[src/rtl/stream_pkg.sv]
// Shared types and constants for the packet-stream arbiter/mux family.
// Latency: n/a (package only).
// Backpressure: n/a (package only).
package stream_pkg;

   localparam int ARB_RR    = 0;
   localparam int ARB_FIXED = 1;

   typedef enum logic {
      IDLE = 1'b0,
      LOCK = 1'b1
   } arb_state_t;

   // Index of the set bit in a one-hot vector of up to 16 bits.
   function automatic logic [3:0] onehot_to_idx(input logic [15:0] oh);
      logic [3:0] idx;
      idx = '0;
      for (int i = 0; i < 16; i++) begin
         if (oh[i]) idx = 4'(i);
      end
      return idx;
   endfunction

endpackage

[src/rtl/stream_skid_buf.sv]
// Two-entry valid/ready FIFO with occupancy count.
// Latency: an entry pushed into an empty buffer is at the head the next cycle.
// Backpressure: in_rdy depends on the registered count only; full at 2 entries.
module stream_skid_buf #(
   parameter int W = 9
) (
   input  logic         clk,
   input  logic         reset,
   input  logic         in_vld,
   output logic         in_rdy,
   input  logic [W-1:0] in_dat,
   output logic         out_vld,
   input  logic         out_rdy,
   output logic [W-1:0] out_dat,
   output logic [1:0]   count
);

   logic [W-1:0] mem [2];
   logic         wr_ptr;
   logic         rd_ptr;
   logic         push;
   logic         pop;

   assign in_rdy  = (count < 2'd2);
   assign out_vld = (count != 2'd0);
   assign out_dat = mem[rd_ptr];
   assign push    = in_vld & in_rdy;
   assign pop     = out_vld & out_rdy;

   always_ff @(posedge clk or posedge reset) begin
      if (reset) begin
         mem[0] <= '0;
         mem[1] <= '0;
         wr_ptr <= 1'b0;
         rd_ptr <= 1'b0;
         count  <= 2'd0;
      end else begin
         if (push) begin
            mem[wr_ptr] <= in_dat;
            wr_ptr      <= ~wr_ptr;
         end
         if (pop) rd_ptr <= ~rd_ptr;
         case ({push, pop})
            2'b10:   count <= count + 2'd1;
            2'b01:   count <= count - 2'd1;
            default: count <= count;
         endcase
      end
   end

endmodule

[src/rtl/stream_arb_mux.sv]
// N-input packet-atomic arbiter/mux (round-robin or fixed priority) onto one stream.
// Latency: grant one cycle after request; accepted beat is on m_* next cycle if buffer empty.
// Backpressure: s_ready follows the registered buffer count; 2 beats absorbed after m_ready drops.
module stream_arb_mux
   import stream_pkg::*;
#(
   parameter int N_CH     = 4,
   parameter int DATA_W   = 8,
   parameter int ARB_MODE = 0
) (
   input  logic                   clk,
   input  logic                   reset,
   input  logic [N_CH*DATA_W-1:0] s_data,
   input  logic [N_CH-1:0]        s_valid,
   input  logic [N_CH-1:0]        s_last,
   output logic [N_CH-1:0]        s_ready,
   output logic [DATA_W-1:0]      m_data,
   output logic                   m_valid,
   output logic                   m_last,
   input  logic                   m_ready,
   output logic [N_CH-1:0]        grant,
   output logic                   busy
);

   localparam int IDX_W = (N_CH > 1) ? $clog2(N_CH) : 1;

   arb_state_t        state;
   logic [IDX_W-1:0]  rr_ptr;
   logic [IDX_W-1:0]  g_idx;
   logic [N_CH-1:0]   hi_mask;
   logic [N_CH-1:0]   req_hi;
   logic [N_CH-1:0]   nxt_grant;
   logic [DATA_W-1:0] sel_data;
   logic              sel_valid;
   logic              sel_last;
   logic              buf_in_rdy;
   logic              acc;
   logic [1:0]        buf_count;
   logic [DATA_W:0]   buf_out;

   function automatic logic [N_CH-1:0] lowest(input logic [N_CH-1:0] v);
      return v & (~v + N_CH'(1));
   endfunction

   // Round-robin: prefer requests at or above rr_ptr, otherwise wrap to the lowest.
   always_comb begin
      hi_mask = '0;
      for (int i = 0; i < N_CH; i++) hi_mask[i] = (i >= int'(rr_ptr));
      req_hi = s_valid & hi_mask;
      if (ARB_MODE == ARB_FIXED) nxt_grant = lowest(s_valid);
      else if (|req_hi)          nxt_grant = lowest(req_hi);
      else                       nxt_grant = lowest(s_valid);
   end

   always_comb begin
      sel_data  = '0;
      sel_valid = 1'b0;
      sel_last  = 1'b0;
      for (int i = 0; i < N_CH; i++) begin
         if (grant[i]) begin
            sel_data  = s_data[i*DATA_W +: DATA_W];
            sel_valid = s_valid[i];
            sel_last  = s_last[i];
         end
      end
   end

   assign s_ready = grant & {N_CH{buf_in_rdy}};
   assign acc     = sel_valid & buf_in_rdy;
   assign g_idx   = IDX_W'(onehot_to_idx(16'(grant)));
   assign busy    = (state == LOCK) || (buf_count != 2'd0);

   always_ff @(posedge clk or posedge reset) begin
      if (reset) begin
         state  <= IDLE;
         grant  <= '0;
         rr_ptr <= '0;
      end else begin
         case (state)
            IDLE: begin
               if (|s_valid) begin
                  grant <= nxt_grant;
                  state <= LOCK;
               end
            end
            LOCK: begin
               if (acc && sel_last) begin
                  grant <= '0;
                  state <= IDLE;
                  if (ARB_MODE == ARB_RR)
                     rr_ptr <= (g_idx == IDX_W'(N_CH - 1)) ? '0 : g_idx + IDX_W'(1);
               end
            end
            default: state <= IDLE;
         endcase
      end
   end

   stream_skid_buf #(.W(DATA_W + 1)) u_buf (
      .clk     (clk),
      .reset   (reset),
      .in_vld  (sel_valid),
      .in_rdy  (buf_in_rdy),
      .in_dat  ({sel_last, sel_data}),
      .out_vld (m_valid),
      .out_rdy (m_ready),
      .out_dat (buf_out),
      .count   (buf_count)
   );

   assign m_last = buf_out[DATA_W];
   assign m_data = buf_out[DATA_W-1:0];

endmodule

[config.mk]
export PLATFORM = sky130hd
export DESIGN_NAME = stream_arb_mux
export DESIGN_NICKNAME = d
export VERILOG_FILES = /design/src/rtl/stream_pkg.sv /design/src/rtl/stream_skid_buf.sv /design/src/rtl/stream_arb_mux.sv
export SDC_FILE = /design/constraint.sdc
export NUM_CORES = 1
export LEC_CHECK = 0
export ABC_CLOCK_PERIOD_IN_PS = 1700
export CAP_MARGIN = 20
export CORE_MARGIN = 1.5
export CORE_UTILIZATION = 42
export CTS_BUF_LIST = sky130_fd_sc_hd__clkbuf_4
export CTS_CLUSTER_DIAMETER = 50
export DETAILED_ROUTE_END_ITERATION = 8
export PLACE_DENSITY = 0.89
export RECOVER_POWER = 100
export SLEW_MARGIN = 25
export SYNTH_ARGS = -nofsm -noshare
export SYNTH_HDL_FRONTEND = slang
export SYNTH_SLANG_ARGS = --single-unit
[constraint.sdc]
create_clock -name clk -period 1.7 [get_ports clk]
set_input_delay 0.51 -clock clk [delete_from_list [all_inputs] [get_ports clk]]
set_output_delay 0.51 -clock clk [all_outputs]
set_load 0.02 [all_outputs]
---- Word level (Yosys, flattened, before mapping) ----
Index checks and enable logic that the tools add are counted.
storage, ports and cells
  input bits .............................. 43
  register bits ........................... 29
  word-level logic and storage cells ...... 77
  output and inout bits ................... 19
operators by class
  $lt $le $gt $ge ......................... 7
  $add $sub $neg .......................... 5
  bitwise operators ....................... 13
  equal/unequal tests ..................... 5
  reduce and logical (&&, ||, !) cells .... 9
  muxes and demuxes ....................... 30
operators by type and width
  kind                                                                                 number
  9-bit 2-to-1 mux                                                                     4
  8-bit 2-to-1 mux                                                                     4
  18-bit bitwise mux                                                                   1
  4-bit AND                                                                            4
  4-bit 2-to-1 mux                                                                     3
  1-bit 2-to-1 mux                                                                     11
  9-bit demux with 1-bit select                                                        1
  4-bit by 1-bit adder with 4-bit output (second input constant)                       2
  4-bit NOT                                                                            2
  4-bit one-hot mux with 2 select lines                                                1
  4-bit OR reduction                                                                   2
  2-bit 2-to-1 mux                                                                     3
  2-bit by 1-bit adder with 2-bit output (second input constant)                       2
  2-bit == test (second input constant)                                                2
  1-bit by 2-bit greater-or-equal comparator with 1-bit output (first input constant)  2
  2-bit greater-or-equal comparator (second input constant)                            2
  1-bit NOT with 2-bit output                                                          2
  2-bit one-hot mux with 2 select lines                                                1
  2-bit AND reduction                                                                  2
  2-bit nonzero test                                                                   2
  1-bit NOT                                                                            3
  1-bit AND                                                                            2
  2-bit by 1-bit == test with 1-bit output (second input constant)                     1
  2-bit greater-or-equal comparator (first input constant)                             1
  8 further kinds                                                                      9

---- Longest topological paths before layout ----
  depth in word-level cells ............... 8
  mapped depth ............................ 8
  depth with buffers taken out ............ 7

---- By module ----
Synthesis repeated with hierarchy kept, for this count alone.
second synthesis, totals
  cells, all modules ...................... 159
  area total of the unflattened synthesis .. 1720.4 um2
modules (own cells, without submodules)
  module           instances  sequential area each (um2)  area an instance (um2)  cells each
  stream_skid_buf  1          550.5                       967.2                   64
  stream_arb_mux   1          175.2                       753.2                   95

---- Worst setup path before layout ----
OpenSTA, ideal clock, no wires.
  path type ............................... flip-flop to flip-flop
  start ................................... register grant[1]
  end ..................................... register rr_ptr[0]
  data arrival time ....................... 1.805 ns
  setup time .............................. 0.127 ns
  cell stages (with the launch flop) ...... 7
  slack ................................... -0.233 ns
  data required time ...................... 1.573 ns
  path buffers ............................ 2
  cell sequence ........................... dfrtp_1 buf_6 nand4bb_4 a311oi_4 and3_1 buf_4 mux2_1
between the ends
  longest elaborated chain between the ends .. 6
  elaborated cells between the ends (all ways) .. 15
  classes of those cells .................. 1 x add/sub; 1 x eq/ne; 10 x mux; 1 x bitwise; 2 x reduce/logical
RTL lines
  item                                                                                            RTL line              RTL
  start: declaration                                                                              stream_arb_mux.sv:21  output logic [N_CH-1:0] grant,
  start signal: assignment                                                                        stream_arb_mux.sv:82  grant <= nxt_grant;
  parallel branches: the longest is 6 deep, another holds 2-bit by 1-bit adder with 2-bit output  --
  end signal: assignment                                                                          stream_arb_mux.sv:91  rr_ptr <= (g_idx == IDX_W'(N_CH - 1)) ? '0 : g_idx + IDX_W'(1);
  end: declaration                                                                                stream_arb_mux.sv:28  logic [IDX_W-1:0] rr_ptr;
Several ways; the timed one is not identified.
A chain may end at the register's enable or synchronous reset.

---- Worst setup path in the final report ----
  start ................................... register grant[1]
  end ..................................... register u_buf.count[1]
between the ends
  longest elaborated chain between the ends .. 6
  elaborated cells between the ends (all ways) .. 8
  classes of those cells .................. 2 x eq/ne; 4 x mux; 1 x bitwise; 1 x reduce/logical
RTL lines
  item                                                                         RTL line               RTL
  1-bit 2-to-1 mux * (3 in series)                                             stream_arb_mux.sv:60   if (grant[i]) begin
  1-bit AND *                                                                  stream_skid_buf.sv:27  assign push = in_vld & in_rdy;
  2-bit by 1-bit == test with 1-bit output or 2-bit == test (tied branches)    stream_skid_buf.sv:43  case ({push, pop})
  2-bit one-hot mux with 2 select lines or 2-bit nonzero test (tied branches)  --
  end signal: assignment                                                       stream_skid_buf.sv:44  2'b10: count <= count + 2'd1;
  end signal: assignment                                                       stream_skid_buf.sv:45  2'b01: count <= count - 2'd1;
  end signal: assignment                                                       stream_skid_buf.sv:46  default: count <= count;
  end: declaration                                                             stream_skid_buf.sv:15  output logic [1:0] count
Mark *: on every way between the ends. The rest lies on a longest branch, timed or not.

==> flow_summary.json <==
{
  "io_pins": 62,
  "synth_common_cells": "dfrtp_1, mux2_2, nand2_1",
  "rows": 23,
  "drtIter0Drc": 108,
  "failed_checks": "negative setup slack",
  "coreArea_um2": 3971,
  "antenna_found_initial": 0,
  "clk_latency_ns": 0.33,
  "whs_path_depth": 1,
  "routed_wl_mm": 5.902,
  "yosysTopAreaCell": "dfrtp_1",
  "setup_viol": 38,
  "start_util": 0.4338,
  "htree_levels": 2,
  "design.die.area_um2": 4496,
  "final_util": 0.7442,
  "status": "finished, violations left",
  "slew_violations": 0,
  "drt_pass1_iterations": 4,
  "cp_max_fo": 3,
  "cp.arrival_ns": 2.12,
  "drive_above_1_share": 0.4607,
  "dp_hpwl_mm": 3.422,
  "slew_headroom": 0.5143,
  "syn-cell-area_um2": 1723,
  "hold_viol_final": 0,
  "combPwrFrac": 0.624,
  "synthTopCellsByArea": "dfrtp_1, mux2_2, a221oi_1",
  "ff2ff_setup_slack_ns": -0.17,
  "p_sw_mw": 1.840,
  "hold_ws_ns": 0.5112,
  "synth-edff-count": 0,
  "cts_sinks": 29,
  "cts_tree": "built",
  "worstReg2RegStart": "grant[1]",
  "ys_ff_latch": 29,
  "clk_pin_slew_ns": 0.09,
  "post-route-period-util": 1.102,
  "routedWlPerCell_um": 18.62,
  "diodes": 0,
  "path_class": "register to register",
  "synth_nets": 208,
  "yosysMostFrequentCell": "dfrtp_1",
  "timing.final.crit_period_ns": 1.873,
  "p_int_mw": 2.947,
  "ys_types": 36,
  "pwr-share-clk": 0.118,
  "dp_slack_ns": -0.6661,
  "synthCells": 164,
  "netlist.area_leader.share": 0.4212,
  "num_vias": 1762,
  "dieWidth_um": 67.05,
  "fin_skew_ns": 0.005808,
  "grt_pass1_wl_mm": 8.694,
  "grtUsageTotal": 0.2668,
  "cts_hold_buf": 0,
  "hp-start": "u_buf.mem[5]",
  "tightest_slew_ns": 0.7286,
  "die_h_um": 67.05,
  "ctsLongestPathBuffers": 2,
  "syn_avg_cell_area_um2": 10.51,
  "area_delta_synth_final_pct": 71.53,
  "grt_setup_unrepaired": "yes",
  "synth_ff_type": "dfrtp_1",
  "ir_worst_vdd_v": 0.0009654,
  "power.leakage_nw": 1.328,
  "root_buffer": "clkbuf_4",
  "route.detailed.drc": 0,
  "setup_ws_ns": -0.1734,
  "gr-total-overflow": 0,
  "hold_path.class": "register to register",
  "r2r_end": "u_buf.count[1]",
  "cts_buffers": 5,
  "r2r_cells": 9,
  "async_reset_ff_frac": 1.000,
  "ys_seq_area_frac": 0.4212,
  "postRouteAntennaNets": 0,
  "yosysWarnings": 0,
  "routed_via_density": 5.558,
  "fmax_mhz": 533.8,
  "grt_max_degree": 30,
  "startpoint_type": "register",
  "port_buffers": 61,
  "powerDensity_nw_per_um2": 1620,
  "end_kind": "register",
  "fin_nets": 310,
  "maxCapViolations": 0,
  "gp_congestion": 0.8131,
  "switching_share": 0.3844,
  "crit_required_ns": 1.95,
  "holdPathEnd": "u_buf.mem[5]",
  "pwr-share-seq": 0.257,
  "fin_setup_tns_ns": -4.443,
  "grt_pass1_vias": 1759,
  "power.total_mw": 4.786
}
[cell families (layout without fill, tap and decap cells)]
group | count (synthesis) | count (layout) | synth area share
compound gates | 32 | 32 | 0.1482
xor+xnor | 5 | 5 | 0.02542
fa+ha+maj | 1 | 1 | 0.007261
buf+inv | 17 | 119 | 0.04793
flops | 29 | 29 | 0.4212
mux | 29 | 29 | 0.1895
simple gates | 51 | 52 | 0.1605
[worst max-delay path: stages (launching register included)]
cell and delay, ns:
dfrtp_2 0.42, buf_4 0.14, nand3b_1 0.11, a311oi_4 0.36, buf_4 0.18, inv_2 0.04
ha_4 0.15, xnor2_2 0.13, nor2_2 0.10, xor2_1 0.16
[layout by cell type, fill, tap and decap left out, types with 2 or more instances in the layout]
master,netlist,layout
a21oi_1,7,6
a221oi_1,8,8
buf_2,0,3
buf_4,1,36
buf_6,2,17
clkbuf_4,0,6
clkdlybuf4s15_2,0,2
clkdlybuf4s50_1,0,37
dfrtp_1,29,26
dfrtp_2,0,3
dlygate4sd2_1,0,4
inv_1,7,6
inv_2,0,2
mux2_2,26,13
mux2_4,0,16
nand2_1,16,16
nand2b_1,2,2
nand3b_1,2,2
nor2_1,14,12
nor2_2,0,2
nor2b_1,5,4
o31ai_1,8,8
o32ai_2,0,3
xor2_1,3,3
[layer usage]
layer	share of wire	vias up	track usage
met2	0.51	69	0.4406
met1	0.42	874	0.3298
met5	0	-	0
met3	0.044	19	0.06250
li1	-	800	-
met4	0.032	0	0.1148
[final cells by class]
cell class                 count  area (um2)
clock buffer                   6       45.04
sequential                    29       729.5
fill                         261        1016
tap                           50       62.56
multi-input combinational    119        1090
timing repair buffer         103       964.7
clock inverter                 2       33.78
inverter                       8       30.03
[power groups by stage]
stage                     clock network [mW]  logic, mW  registers [mW]
after floorplan                            0       1.34            1.18
after global placement                     0       2.17            1.21
after detailed placement                   0       2.24            1.23
after CTS                              0.556       2.70            1.18
after global routing                   0.606       3.15            1.26
final                                  0.567       2.99            1.23
[worst max path at each step]
stage,start,endpoint,slack (ns),cells after the start
after global routing,grant[1],u_buf.count[1],-0.25,9
after floorplan,grant[1],u_buf.mem[10],-0.12,6
final,grant[1],u_buf.count[1],-0.17,9
after detailed placement,s_valid[1],u_buf.count[1],-0.67,9
after global placement,s_valid[1],u_buf.count[1],-0.59,9
after CTS,grant[1],u_buf.count[1],-0.15,8
[state kept, by name, indices dropped and copies added, names as in the netlist]
name	flops
grant	4
u_buf.rd_ptr	1
u_buf.count	2
rr_ptr	2
u_buf.wr_ptr	1
state	1
u_buf.mem	18
[per-stage QoR]
stage,std cells,instance area [um2]
CTS,312,2850
detailed placement,294,2576
global route,317,2955
floorplan,164,1737
finish,317,2955
global placement,294,2576
[what timing repair did]
item,in CTS,in global routing
resized for setup,130,18
endpoints found under the setup margin,46,43
gates cloned,0,2
pin swaps,8,1
setup buffers,11,4
Note: power is estimated with default switching activity, not from simulation.
